### src/rtl/snake_input_sequencer_pkg.sv
// Shared types and constants for the snake input path: direction encoding,
// sequencer phases and the game-state codes reported by snake_controller.
package snake_pkg;

    localparam logic [1:0] DIR_RIGHT = 2'b00;
    localparam logic [1:0] DIR_DOWN  = 2'b01;
    localparam logic [1:0] DIR_LEFT  = 2'b10;
    localparam logic [1:0] DIR_UP    = 2'b11;

    localparam logic [1:0] GAME_STATE_ALIVE = 2'd0;
    localparam logic [1:0] GAME_STATE_DEAD  = 2'd1;

    typedef enum logic [1:0] {
        PH_IDLE    = 2'b00,
        PH_ARMED   = 2'b01,
        PH_RUNNING = 2'b10,
        PH_DEAD    = 2'b11
    } phase_e;

    // Left/right and up/down differ only in the upper bit.
    function automatic logic [1:0] dir_opposite(input logic [1:0] d);
        return d ^ 2'b10;
    endfunction

endpackage

### src/rtl/snake_input_sequencer_dir_queue.sv
// Small shift-register FIFO of pending turns; head is always entry 0 and the
// tail is the most recently pushed entry. Push and pop may share an edge.
module dir_queue #(
    parameter int DEPTH = 2
) (
    input  logic       clk_1,
    input  logic       rst,
    input  logic       push,
    input  logic       pop,
    input  logic       flush,
    input  logic [1:0] din,
    output logic [1:0] head,
    output logic [1:0] tail,
    output logic [2:0] level,
    output logic       full,
    output logic       empty
);

    logic [1:0] mem_q [DEPTH];
    logic [1:0] mem_d [DEPTH];
    logic [2:0] level_q;
    logic [2:0] level_d;

    always_comb begin
        mem_d   = mem_q;
        level_d = level_q;
        if (flush) begin
            level_d = '0;
        end else begin
            if (pop) begin
                for (int i = 0; i < DEPTH - 1; i++) mem_d[i] = mem_q[i + 1];
            end
            // After a simultaneous pop the free slot has moved down by one.
            if (push) begin
                for (int i = 0; i < DEPTH; i++) begin
                    if (3'(i) == level_q - {2'b00, pop}) mem_d[i] = din;
                end
            end
            if (push && !pop)      level_d = level_q + 3'd1;
            else if (pop && !push) level_d = level_q - 3'd1;
        end
    end

    always_comb begin
        tail = mem_q[0];
        for (int i = 0; i < DEPTH; i++) begin
            if (3'(i + 1) == level_q) tail = mem_q[i];
        end
    end

    always_ff @(posedge clk_1 or posedge rst) begin
        if (rst) begin
            level_q <= '0;
            for (int i = 0; i < DEPTH; i++) mem_q[i] <= '0;
        end else begin
            level_q <= level_d;
            mem_q   <= mem_d;
        end
    end

    assign head  = mem_q[0];
    assign level = level_q;
    assign full  = (level_q == 3'(DEPTH));
    assign empty = (level_q == 3'd0);

endmodule

### src/rtl/snake_input_sequencer.sv
// Turns button requests into a committed movement direction, one turn per game
// tick, and sequences the game phases from start countdown to death.
module snake_input_sequencer
    import snake_pkg::*;
#(
    parameter int COUNTDOWN_TICKS = 3,
    parameter int QUEUE_DEPTH     = 2
) (
    input  logic        clk_1,
    input  logic        rst,
    input  logic        btn_start,
    input  logic        dir_req_valid,
    input  logic [1:0]  dir_req,
    input  logic [1:0]  game_state,
    output logic [1:0]  mov_dir,
    output logic        game_start,
    output logic        dir_req_ack,
    output logic        dir_req_dropped,
    output logic [1:0]  phase,
    output logic [2:0]  countdown,
    output logic [15:0] tick_count,
    output logic [2:0]  queue_level
);

    phase_e      phase_q, phase_d;
    logic [2:0]  countdown_q, countdown_d;
    logic [15:0] tick_count_q, tick_count_d;
    logic [1:0]  mov_dir_q, mov_dir_d;
    logic        ack_q, ack_d;
    logic        dropped_q, dropped_d;
    logic        start_prev_q;

    logic        start_edge, consume, commit_edge, dead_now;
    logic        q_push, q_pop, q_flush, q_full, q_empty, drop;
    logic [1:0]  q_head, q_tail, ref_dir;

    assign start_edge  = btn_start & ~start_prev_q;
    assign consume     = dir_req_valid & ~ack_q;
    assign dead_now    = (phase_q == PH_RUNNING) && (game_state == GAME_STATE_DEAD);
    assign commit_edge = (phase_q == PH_RUNNING) ||
                         ((phase_q == PH_ARMED) && (countdown_q <= 3'd1));
    assign q_pop       = commit_edge & ~q_empty & ~dead_now;
    assign q_flush     = dead_now || (phase_q == PH_DEAD);
    assign ref_dir     = q_empty ? mov_dir_q : q_tail;

    always_comb begin
        drop   = 1'b0;
        q_push = 1'b0;
        if (consume) begin
            if (phase_q == PH_IDLE || phase_q == PH_DEAD || dead_now)
                drop = 1'b1;
            else if (dir_req == ref_dir || dir_req == dir_opposite(ref_dir))
                drop = 1'b1;
            else if (q_full && !q_pop)
                drop = 1'b1;
            else
                q_push = 1'b1;
        end
    end

    always_comb begin
        phase_d      = phase_q;
        countdown_d  = countdown_q;
        tick_count_d = tick_count_q;
        mov_dir_d    = q_pop ? q_head : mov_dir_q;
        ack_d        = consume;
        dropped_d    = consume & drop;
        case (phase_q)
            PH_IDLE: begin
                if (start_edge) begin
                    if (COUNTDOWN_TICKS == 0) begin
                        phase_d = PH_RUNNING;
                    end else begin
                        phase_d     = PH_ARMED;
                        countdown_d = 3'(COUNTDOWN_TICKS);
                    end
                end
            end
            PH_ARMED: begin
                if (countdown_q <= 3'd1) begin
                    phase_d     = PH_RUNNING;
                    countdown_d = 3'd0;
                end else begin
                    countdown_d = countdown_q - 3'd1;
                end
            end
            PH_RUNNING: begin
                if (dead_now)
                    phase_d = PH_DEAD;
                else if (tick_count_q != 16'hFFFF)
                    tick_count_d = tick_count_q + 16'd1;
            end
            default: ;
        endcase
    end

    always_ff @(posedge clk_1 or posedge rst) begin
        if (rst) begin
            phase_q      <= PH_IDLE;
            countdown_q  <= '0;
            tick_count_q <= '0;
            mov_dir_q    <= DIR_RIGHT;
            ack_q        <= 1'b0;
            dropped_q    <= 1'b0;
            start_prev_q <= 1'b1;
        end else begin
            phase_q      <= phase_d;
            countdown_q  <= countdown_d;
            tick_count_q <= tick_count_d;
            mov_dir_q    <= mov_dir_d;
            ack_q        <= ack_d;
            dropped_q    <= dropped_d;
            start_prev_q <= btn_start;
        end
    end

    dir_queue #(.DEPTH(QUEUE_DEPTH)) u_queue (
        .clk_1 (clk_1),
        .rst   (rst),
        .push  (q_push),
        .pop   (q_pop),
        .flush (q_flush),
        .din   (dir_req),
        .head  (q_head),
        .tail  (q_tail),
        .level (queue_level),
        .full  (q_full),
        .empty (q_empty)
    );

    assign mov_dir         = mov_dir_q;
    assign game_start      = (phase_q == PH_RUNNING);
    assign dir_req_ack     = ack_q;
    assign dir_req_dropped = dropped_q;
    assign phase           = phase_q;
    assign countdown       = countdown_q;
    assign tick_count      = tick_count_q;

endmodule
### config.mk
export PLATFORM = sky130hd
export DESIGN_NAME = snake_input_sequencer
export DESIGN_NICKNAME = d
export VERILOG_FILES = /design/src/rtl/snake_input_sequencer_pkg.sv /design/src/rtl/snake_input_sequencer_dir_queue.sv /design/src/rtl/snake_input_sequencer.sv
export SDC_FILE = /design/constraint.sdc
export NUM_CORES = 1
export LEC_CHECK = 0
export ABC_AREA = 1
export CAP_MARGIN = 20
export CORE_MARGIN = 2
export CORE_UTILIZATION = 45
export DETAILED_ROUTE_END_ITERATION = 16
export PLACE_DENSITY = 0.81
export SLEW_MARGIN = 30
export SYNTH_ARGS = -nofsm -noshare
export SYNTH_HDL_FRONTEND = slang
export SYNTH_SLANG_ARGS = --single-unit
### constraint.sdc
create_clock -name clk_1 -period 3.02 [get_ports clk_1]
set_input_delay 0.604 -clock clk_1 [delete_from_list [all_inputs] [get_ports clk_1]]
set_output_delay 0.604 -clock clk_1 [all_outputs]
set_load 0.05 [all_outputs]
# Word level (Yosys, flattened, before mapping)
# Cells that the tools add are included.
totals:
  output_inout_bits: 29
  wordCells: 86
  register_bits: 33
  inputBits: 8
classes:
  muxes: 24
  n_reduce_logical: 22
  add_sub_neg: 5
  bitwise: 11
  n_lt_le_gt_ge: 1
  n_eq_ne: 13
ops:
  columns: ["operator", "n"]
  rows:
  - ["adder 16 x 1 -> 16 bit (second input constant)", 1]
  - ["2-to-1 mux 2 bit", 8]
  - ["inequality test 16 bit (second input constant)", 1]
  - ["2-to-1 mux 3 bit", 5]
  - ["2-to-1 mux 1 bit", 8]
  - ["logical NOT 3 bit", 2]
  - ["NOT 1 bit", 6]
  - ["case mux 2 bit (3 select lines)", 1]
  - ["case mux 3 bit (2 select lines)", 1]
  - ["AND reduction 3 bit", 2]
  - ["nonzero test 3 bit", 2]
  - ["subtractor 3 x 1 -> 3 bit (second input constant)", 2]
  - ["AND 1 bit", 5]
  - ["logical AND 1 bit", 5]
  - ["logical OR 1 bit", 5]
  - ["equality test 2 x 1 -> 1 bit (second input constant)", 2]
  - ["equality test 2 bit", 2]
  - ["equality test 2 bit (second input constant)", 2]
  - ["2-to-1 mux 4 bit", 1]
  - ["inequality test 2 x 1 -> 1 bit (second input constant)", 2]
  - ["AND reduction 4 bit", 1]
  - ["adder 3 x 1 -> 3 bit (second input constant)", 1]
  - ["equality test 1 x 3 -> 1 bit (first input constant)", 1]
  - ["equality test 2 x 3 -> 1 bit (first input constant)", 1]
  - ["other kinds (8)", 9]

# Longest topological paths before layout
# Gate-level depths: netlist of run 1.
logic_depth:
  depth_word: 16
  mapped_depth: 19

# Cells and area by module
# From an unflattened synthesis of run 1, not the netlist that was laid out.
unflattened:
  hier_cells: 284
  area_unflattened_um2: 2127.0
by_module_without_submodules:
  columns: ["mod", "cells_each", "area_per_inst_um2", "instances"]
  rows:
  - ["snake_input_sequencer", 210, 1562.7, 1]
  - ["dir_queue", 74, 564.3, 1]

# Least setup slack after synthesis of run 1
# Ideal clock, no wire load.
synth_timing:
  kind: "reg-to-reg"
  startpoint: "register phase_q[1] (netlist: phase[1])"
  endpoint: "register u_queue.mem_q[1] (netlist name)"
  path_buffers: 1
  arrival_time_ns: 3.033
  stages_incl_launch_ff: 15
  setup_slack_ns: -0.133
  cell_sequence: "dfrtp_1 > ha_1 > nand3_1 > nand2_1 > inv_1 > nand2_1 > buf_4 > inv_1 > ha_1 > ha_1 > xor2_1 > nor4b_1 > nand2_4 > nor2_1 > a21oi_1"
synth_between:
  word_cells_on_any_way: 23
  classes_between: "add/sub: 1; eq/ne: 4; mux: 4; bitwise: 4; reduce/logical: 10"
synth_lines:
  columns: ["item", "line_no", "rtl"]
  rows:
  - ["start: declaration", "snake_input_sequencer.sv:25", "phase_e phase_q, phase_d;"]
  - ["start signal: assignment", "snake_input_sequencer.sv:107", "phase_q <= phase_d;"]
  - ["equality test 2 bit *", null, null]
  - ["via game_start", "snake_input_sequencer.sv:16", "output logic game_start,"]
  - ["logical OR 1 bit or logical AND 1 bit (tied branches)", "snake_input_sequencer.sv:40, snake_input_sequencer.sv:39", null]
  - ["AND 1 bit or NOT 1 bit (tied branches)", null, null]
  - ["AND 1 bit *", "snake_input_sequencer.sv:42", "assign q_pop = commit_edge & ~q_empty & ~dead_now;"]
  - ["via q_pop", "snake_input_sequencer.sv:34", "logic q_push, q_pop, q_flush, q_full, q_empty, drop;"]
  - ["branches (longest 6 deep; another with subtractor 3 x 1 -> 3 bit)", null, null]
  - ["AND reduction 3 bit (no line) *", null, null]
  - ["end signal: assignment", "snake_input_sequencer_dir_queue.sv:57", "mem_q <= mem_d;"]
  - ["end: declaration", "snake_input_sequencer_dir_queue.sv:19", "logic [1:0] mem_q [DEPTH];"]
# Mark *: on every way through the listed nets, which the timed path passes.
# A chain may end at the register's enable or synchronous reset.

# Worst setup path after layout of run 1
layout_timing:
  startpoint: "input game_state[0]"
  endpoint: "register u_queue.mem_q[1] (netlist name)"
layout_between:
  elab_chain_cells: 11
  word_cells_on_any_way: 16
  classes_between: "add/sub: 1; eq/ne: 2; mux: 4; bitwise: 3; reduce/logical: 6"
layout_rtl:
  columns: ["item", "line_no", "rtl"]
  rows:
  - ["start: declaration", "snake_input_sequencer.sv:14", "input logic [1:0] game_state,"]
  - ["equality test 2 x 1 -> 1 bit *", "snake_input_sequencer.sv:39", "assign dead_now = (phase_q == PH_RUNNING) && (game_state == GAME_STATE_DEAD);"]
  - ["logical AND 1 bit *", "snake_input_sequencer.sv:39", null]
  - ["NOT 1 bit (no line) *", null, null]
  - ["AND 1 bit *", "snake_input_sequencer.sv:42", null]
  - ["via q_pop", "snake_input_sequencer.sv:34", null]
  - ["branches (longest 6 deep; another with subtractor 3 x 1 -> 3 bit)", null, null]
  - ["AND reduction 3 bit (no line) *", null, null]
# Marks and branches as above.

==> results.rst, run 1 <==
.. list-table::
   :header-rows: 1

   * - Metric
     - Value
   * - Height of the die
     - 69.5 µm
   * - Remaining number of nets flagged by the antenna check after routing
     - 0
   * - Wire length of the first global-routing pass
     - roughly 7.2 mm
   * - Net switching component of the power
     - ~0.0012 W
   * - Post-CTS setup-driven buffer insertion count
     - 0
   * - R2r setup slk
     - roughly 440 ps
   * - CP Launch Type
     - primary input
   * - Top cells by area in the synthesized netlist
     - sky130_fd_sc_hd__dfrtp_1 42%, sky130_fd_sc_hd__nand2_1 11%, sky130_fd_sc_hd__inv_1 6.2%
   * - Number of instances in the synthesized netlist
     - 230
   * - Reg clk slew, reported paths
     - 70 ps
   * - Clock tree from TritonCTS
     - yes
   * - Number of fill cells
     - 362
   * - Placement Cell Area
     - between 2000 and 2500 µm²
   * - Worst slew margin relative to its limit
     - about 63%
   * - Worst path setup slack after routing
     - 404 ps
   * - Number of gates given a new drive strength after cts
     - 0
   * - Core Area
     - 4060 µm²
   * - Post-Synth Adder-Cell Area
     - under 10%
   * - Fraction of the cycle the final worst path needs
     - 86.6%
   * - Type of the most critical hold path
     - reg -> reg
   * - Setup slack after placement
     - 88.3 ps
   * - Hold path cells
     - 1
   * - Final Critical Period
     - 2620 ps
   * - Async set or reset register ratio after synthesis
     - 100%
   * - Setup tns final
     - 0 ps
   * - Largest net degree at the start of global routing
     - 34
   * - RSZ-0062 raised after global routing
     - no
   * - Clock Sinks
     - 33
   * - Number of synthesized register bits
     - 33
   * - Root buffer selected by CTS
     - sky130_fd_sc_hd__clkbuf_8
   * - Maximum achievable frequency
     - 382 MHz
   * - Post-synth top area share
     - 41.5%
   * - Diode count
     - 0
   * - I/O pins
     - 37
   * - # rows
     - 23
   * - Area Growth Syn to Fin
     - 29.2%
   * - Aggregate global-route resource usage
     - between 10% and 20%
   * - Internal Pwr Total
     - about 0.0013 W
   * - Number of detailed-routing iterations run before antenna repair
     - 4
   * - Worst hold path startpoint
     - dir_req_ack
   * - Final slew viol count
     - 0
   * - Average cell area after synthesis
     - 8.38 µm²
   * - Worst hold path endpoint
     - dir_req_dropped
   * - Critical register-to-register path startpoint
     - countdown[0]
   * - Critical path endpoint category
     - flip-flop
   * - Combinational power share
     - 56.3%
   * - Multi-input combinational cell area
     - 956 µm²
   * - Arrival time of data at the critical path endpoint
     - 2800 ps
   * - Via Count
     - between 1500 and 2000
   * - Result of the run
     - finished clean
   * - Remaining global-route overflow
     - 0
   * - Maximum clock insertion buffer count
     - 2
   * - Leakage power summed over all cells
     - 1.25 nW
   * - Drt first-iter violations
     - around 110
   * - Total wirelength of the detailed-routed design
     - 4.09 mm
   * - Max-cap check violation count
     - 0
   * - Antenna violations before repair
     - 0
   * - Number of enable flip-flop cells after synthesis
     - 0
   * - Effective utilization at floorplan
     - 47.5%
   * - Post-route non-filler standard cell count
     - 327
   * - CP required
     - about 3200 ps
   * - Compound-gate portion of the synthesized area
     - between 4 and 5%
   * - Sequential area share after synthesis
     - 42.9%
   * - Sw Ratio
     - approximately half
   * - Simple-Gate Fraction of Synth Area
     - 30.4%
   * - Post-Synthesis Net Count
     - 248
   * - Number of H-tree branching levels
     - 2
   * - Worst supply voltage drop on vdd
     - 581 µV
   * - Clock network power share
     - 16.9%
   * - Main combinational cell family by area after synthesis
     - simple AND/OR/NAND/NOR gates
   * - Sequential cell fraction of total power
     - 26.8%
   * - Total area of sequential cells
     - 827 µm²
   * - Clock buffer count from CTS
     - 5
   * - Power Dens Cells
     - 1010 nW/µm²
   * - DPL Wire Length
     - 2.95 mm
   * - Worst-skew pair later-pin latency
     - 290 ps
   * - Horizontal die dimension
     - 69.5 µm
   * - Number of placed instances, taps included
     - 319
   * - Residual DRC count
     - 0
   * - Warnings from Yosys
     - 0
   * - Routed length per placed instance
     - 12.5 µm
   * - Ratio of cells with drive above 1 in the final layout
     - 10.8%
   * - Post-synth cell types
     - 31
   * - Number of hold-slack violations in the final timing report
     - 0
   * - Fraction of synthesized cell area in xor and xnor cells
     - 7.27%
   * - Hold-fix buffers, CTS
     - 0
   * - Final Hold Slack
     - 451 ps
   * - Via count normalized by instance count
     - roughly 5.0
   * - Cell with the most instances after synthesis
     - sky130_fd_sc_hd__nand2_1
   * - Crit-path max FO
     - 4
   * - Area of the die
     - 4820 µm²
   * - Weighted congestion at the end of routability-driven global placement
     - 0.881
   * - Synth Cell Area
     - 1930 µm²
   * - Mux share of post-synthesis cell area
     - 0%
   * - # port buffers
     - 36
   * - Top cells by instance count after synthesis
     - 54 x sky130_fd_sc_hd__nand2_1, 32 x sky130_fd_sc_hd__dfrtp_1, 32 x sky130_fd_sc_hd__inv_1, 20 x sky130_fd_sc_hd__nand3_1
   * - Least-Margin Pin Slew
     - roughly 550 ps
   * - Clock Skew
     - 8.00 ps
   * - End of the worst register-to-register path
     - u_queue.mem_q[1]
   * - Crit Path Class
     - in -> reg
   * - Post-route cell area
     - 2490 µm²
   * - Final setup violation count
     - 0
   * - Count of cells along the worst register-to-register path
     - 13
   * - Total Nets Final
     - 294
   * - Number of global-route vias before repair
     - 1593
   * - Primary flip-flop cell chosen by synthesis mapping
     - sky130_fd_sc_hd__dfrtp_1
   * - Cell type with the largest total area after synthesis
     - sky130_fd_sc_hd__dfrtp_1
==> area by class of cell <==
class                   count  area share [%]
clock buffers               5            2.76
clock inverters             3            1.86
inverters                  36            5.63
multi-input cells         160            38.4
flip-flops and latches     33            33.2
well taps                  50            2.51
repair buffers             40            15.7
==> worst max path at each step <==
stage | from | end | slack [ps] | cells after the start
final | game_state[0] | u_queue.mem_q[1] | 400 | 13
after global routing | countdown[1] | u_queue.mem_q[1] | 210 | 14
after CTS | game_state[0] | u_queue.mem_q[1] | 410 | 13
after detailed placement | game_state[0] | u_queue.mem_q[1] | 90 | 13
after global placement | game_state[0] | u_queue.mem_q[1] | 170 | 13
after floorplan | phase[1] | u_queue.mem_q[1] | 20 | 14
==> cells in the final DEF, fill, tap and decap left out, types with 2 or more instances in the layout <==
cell type / synthesis / final
sky130_fd_sc_hd__xnor2_1: 9 / 9
sky130_fd_sc_hd__dfrtp_1: 32 / 32
sky130_fd_sc_hd__nand2_2: 3 / 3
sky130_fd_sc_hd__clkbuf_8: 0 / 5
sky130_fd_sc_hd__nand3_1: 20 / 20
sky130_fd_sc_hd__nor3_1: 4 / 4
sky130_fd_sc_hd__clkinv_4: 1 / 2
sky130_fd_sc_hd__inv_1: 32 / 32
sky130_fd_sc_hd__inv_2: 3 / 3
sky130_fd_sc_hd__nand3b_1: 2 / 2
sky130_fd_sc_hd__o21ai_1: 2 / 2
sky130_fd_sc_hd__clkdlybuf4s50_1: 0 / 36
sky130_fd_sc_hd__nor2_1: 12 / 12
sky130_fd_sc_hd__o21bai_1: 2 / 2
sky130_fd_sc_hd__nand2_4: 3 / 3
sky130_fd_sc_hd__buf_4: 1 / 4
sky130_fd_sc_hd__ha_1: 9 / 8
sky130_fd_sc_hd__xor2_1: 7 / 7
sky130_fd_sc_hd__nand4_1: 12 / 12
sky130_fd_sc_hd__a21oi_1: 6 / 6
sky130_fd_sc_hd__nand2_1: 54 / 54
sky130_fd_sc_hd__o21ai_0: 5 / 5
==> per-layer routing <==
| layer | GRT usage [%] | vias to the layer above | wire length, µm |
|---|---|---|---|
| met4 | 7.19 | 0 | 64 |
| met5 | 0 | - | 0 |
| met2 | 29.8 | 42 | 1840 |
| met1 | 23.8 | 744 | 1910 |
| li1 | - | 828 | - |
| met3 | 7.12 | 6 | 278 |
==> critical path: stages <==
cell                              delay, ps
sky130_fd_sc_hd__clkdlybuf4s50_1        480
sky130_fd_sc_hd__nand3_1                120
sky130_fd_sc_hd__nand2_1                 90
sky130_fd_sc_hd__inv_1                   40
sky130_fd_sc_hd__nand2_1                 70
sky130_fd_sc_hd__inv_1                  100
sky130_fd_sc_hd__ha_1                   210
sky130_fd_sc_hd__ha_1                   190
sky130_fd_sc_hd__xor2_1                 160
sky130_fd_sc_hd__nor4b_1                500
sky130_fd_sc_hd__nand2_4                100
sky130_fd_sc_hd__nor2_1                 100
sky130_fd_sc_hd__a21oi_1                 40
==> cell families after synthesis <==
logic type               after synthesis
AND/OR/NAND/NOR                      117
buffers and inverters                 37
flip-flops                            33
AO/OA/AOI/OAI                         17
XOR/XNOR                              16
adder cells (fa/ha/maj)               10
==> sequential cells by signal (all words and copies together), names as in the netlist <==
signal,count
start_prev_q,1
u_queue.head,2
dir_req_dropped,1
phase,2
mov_dir,2
u_queue.level,3
countdown,3
dir_req_ack,1
u_queue.mem_q,2
tick_count,16
==> power by group through the flow <==
stage	Combinational [W]	Clock (W)	Sequential, W
2_1_floorplan	0.000748	0	0.000977
3_3_place_gp	0.00139	0	0.000684
3_5_place_dp	0.00143	0	0.000684
4_1_cts	0.00143	0.000444	0.000679
5_1_grt	0.00158	0.000469	0.000700
6_report	0.00142	0.000426	0.000678
==> stage by stage <==
step	total power [W]	utilization, %
floorplan	0.00173	-
global placement	0.00207	58.6
detailed placement	0.00211	58.6
CTS	0.00256	61.4
global route	0.00274	61.4
finish	0.00253	61.4
No activity file was read; power rests on OpenSTA's default activity.
==> run 2, diff against run 1 <==
- GPL_ROUTABILITY_DRIVEN: default -> 0
==> results of run 2 <==
Same layout as run 1: the final DEF is identical, and so are final timing and power.
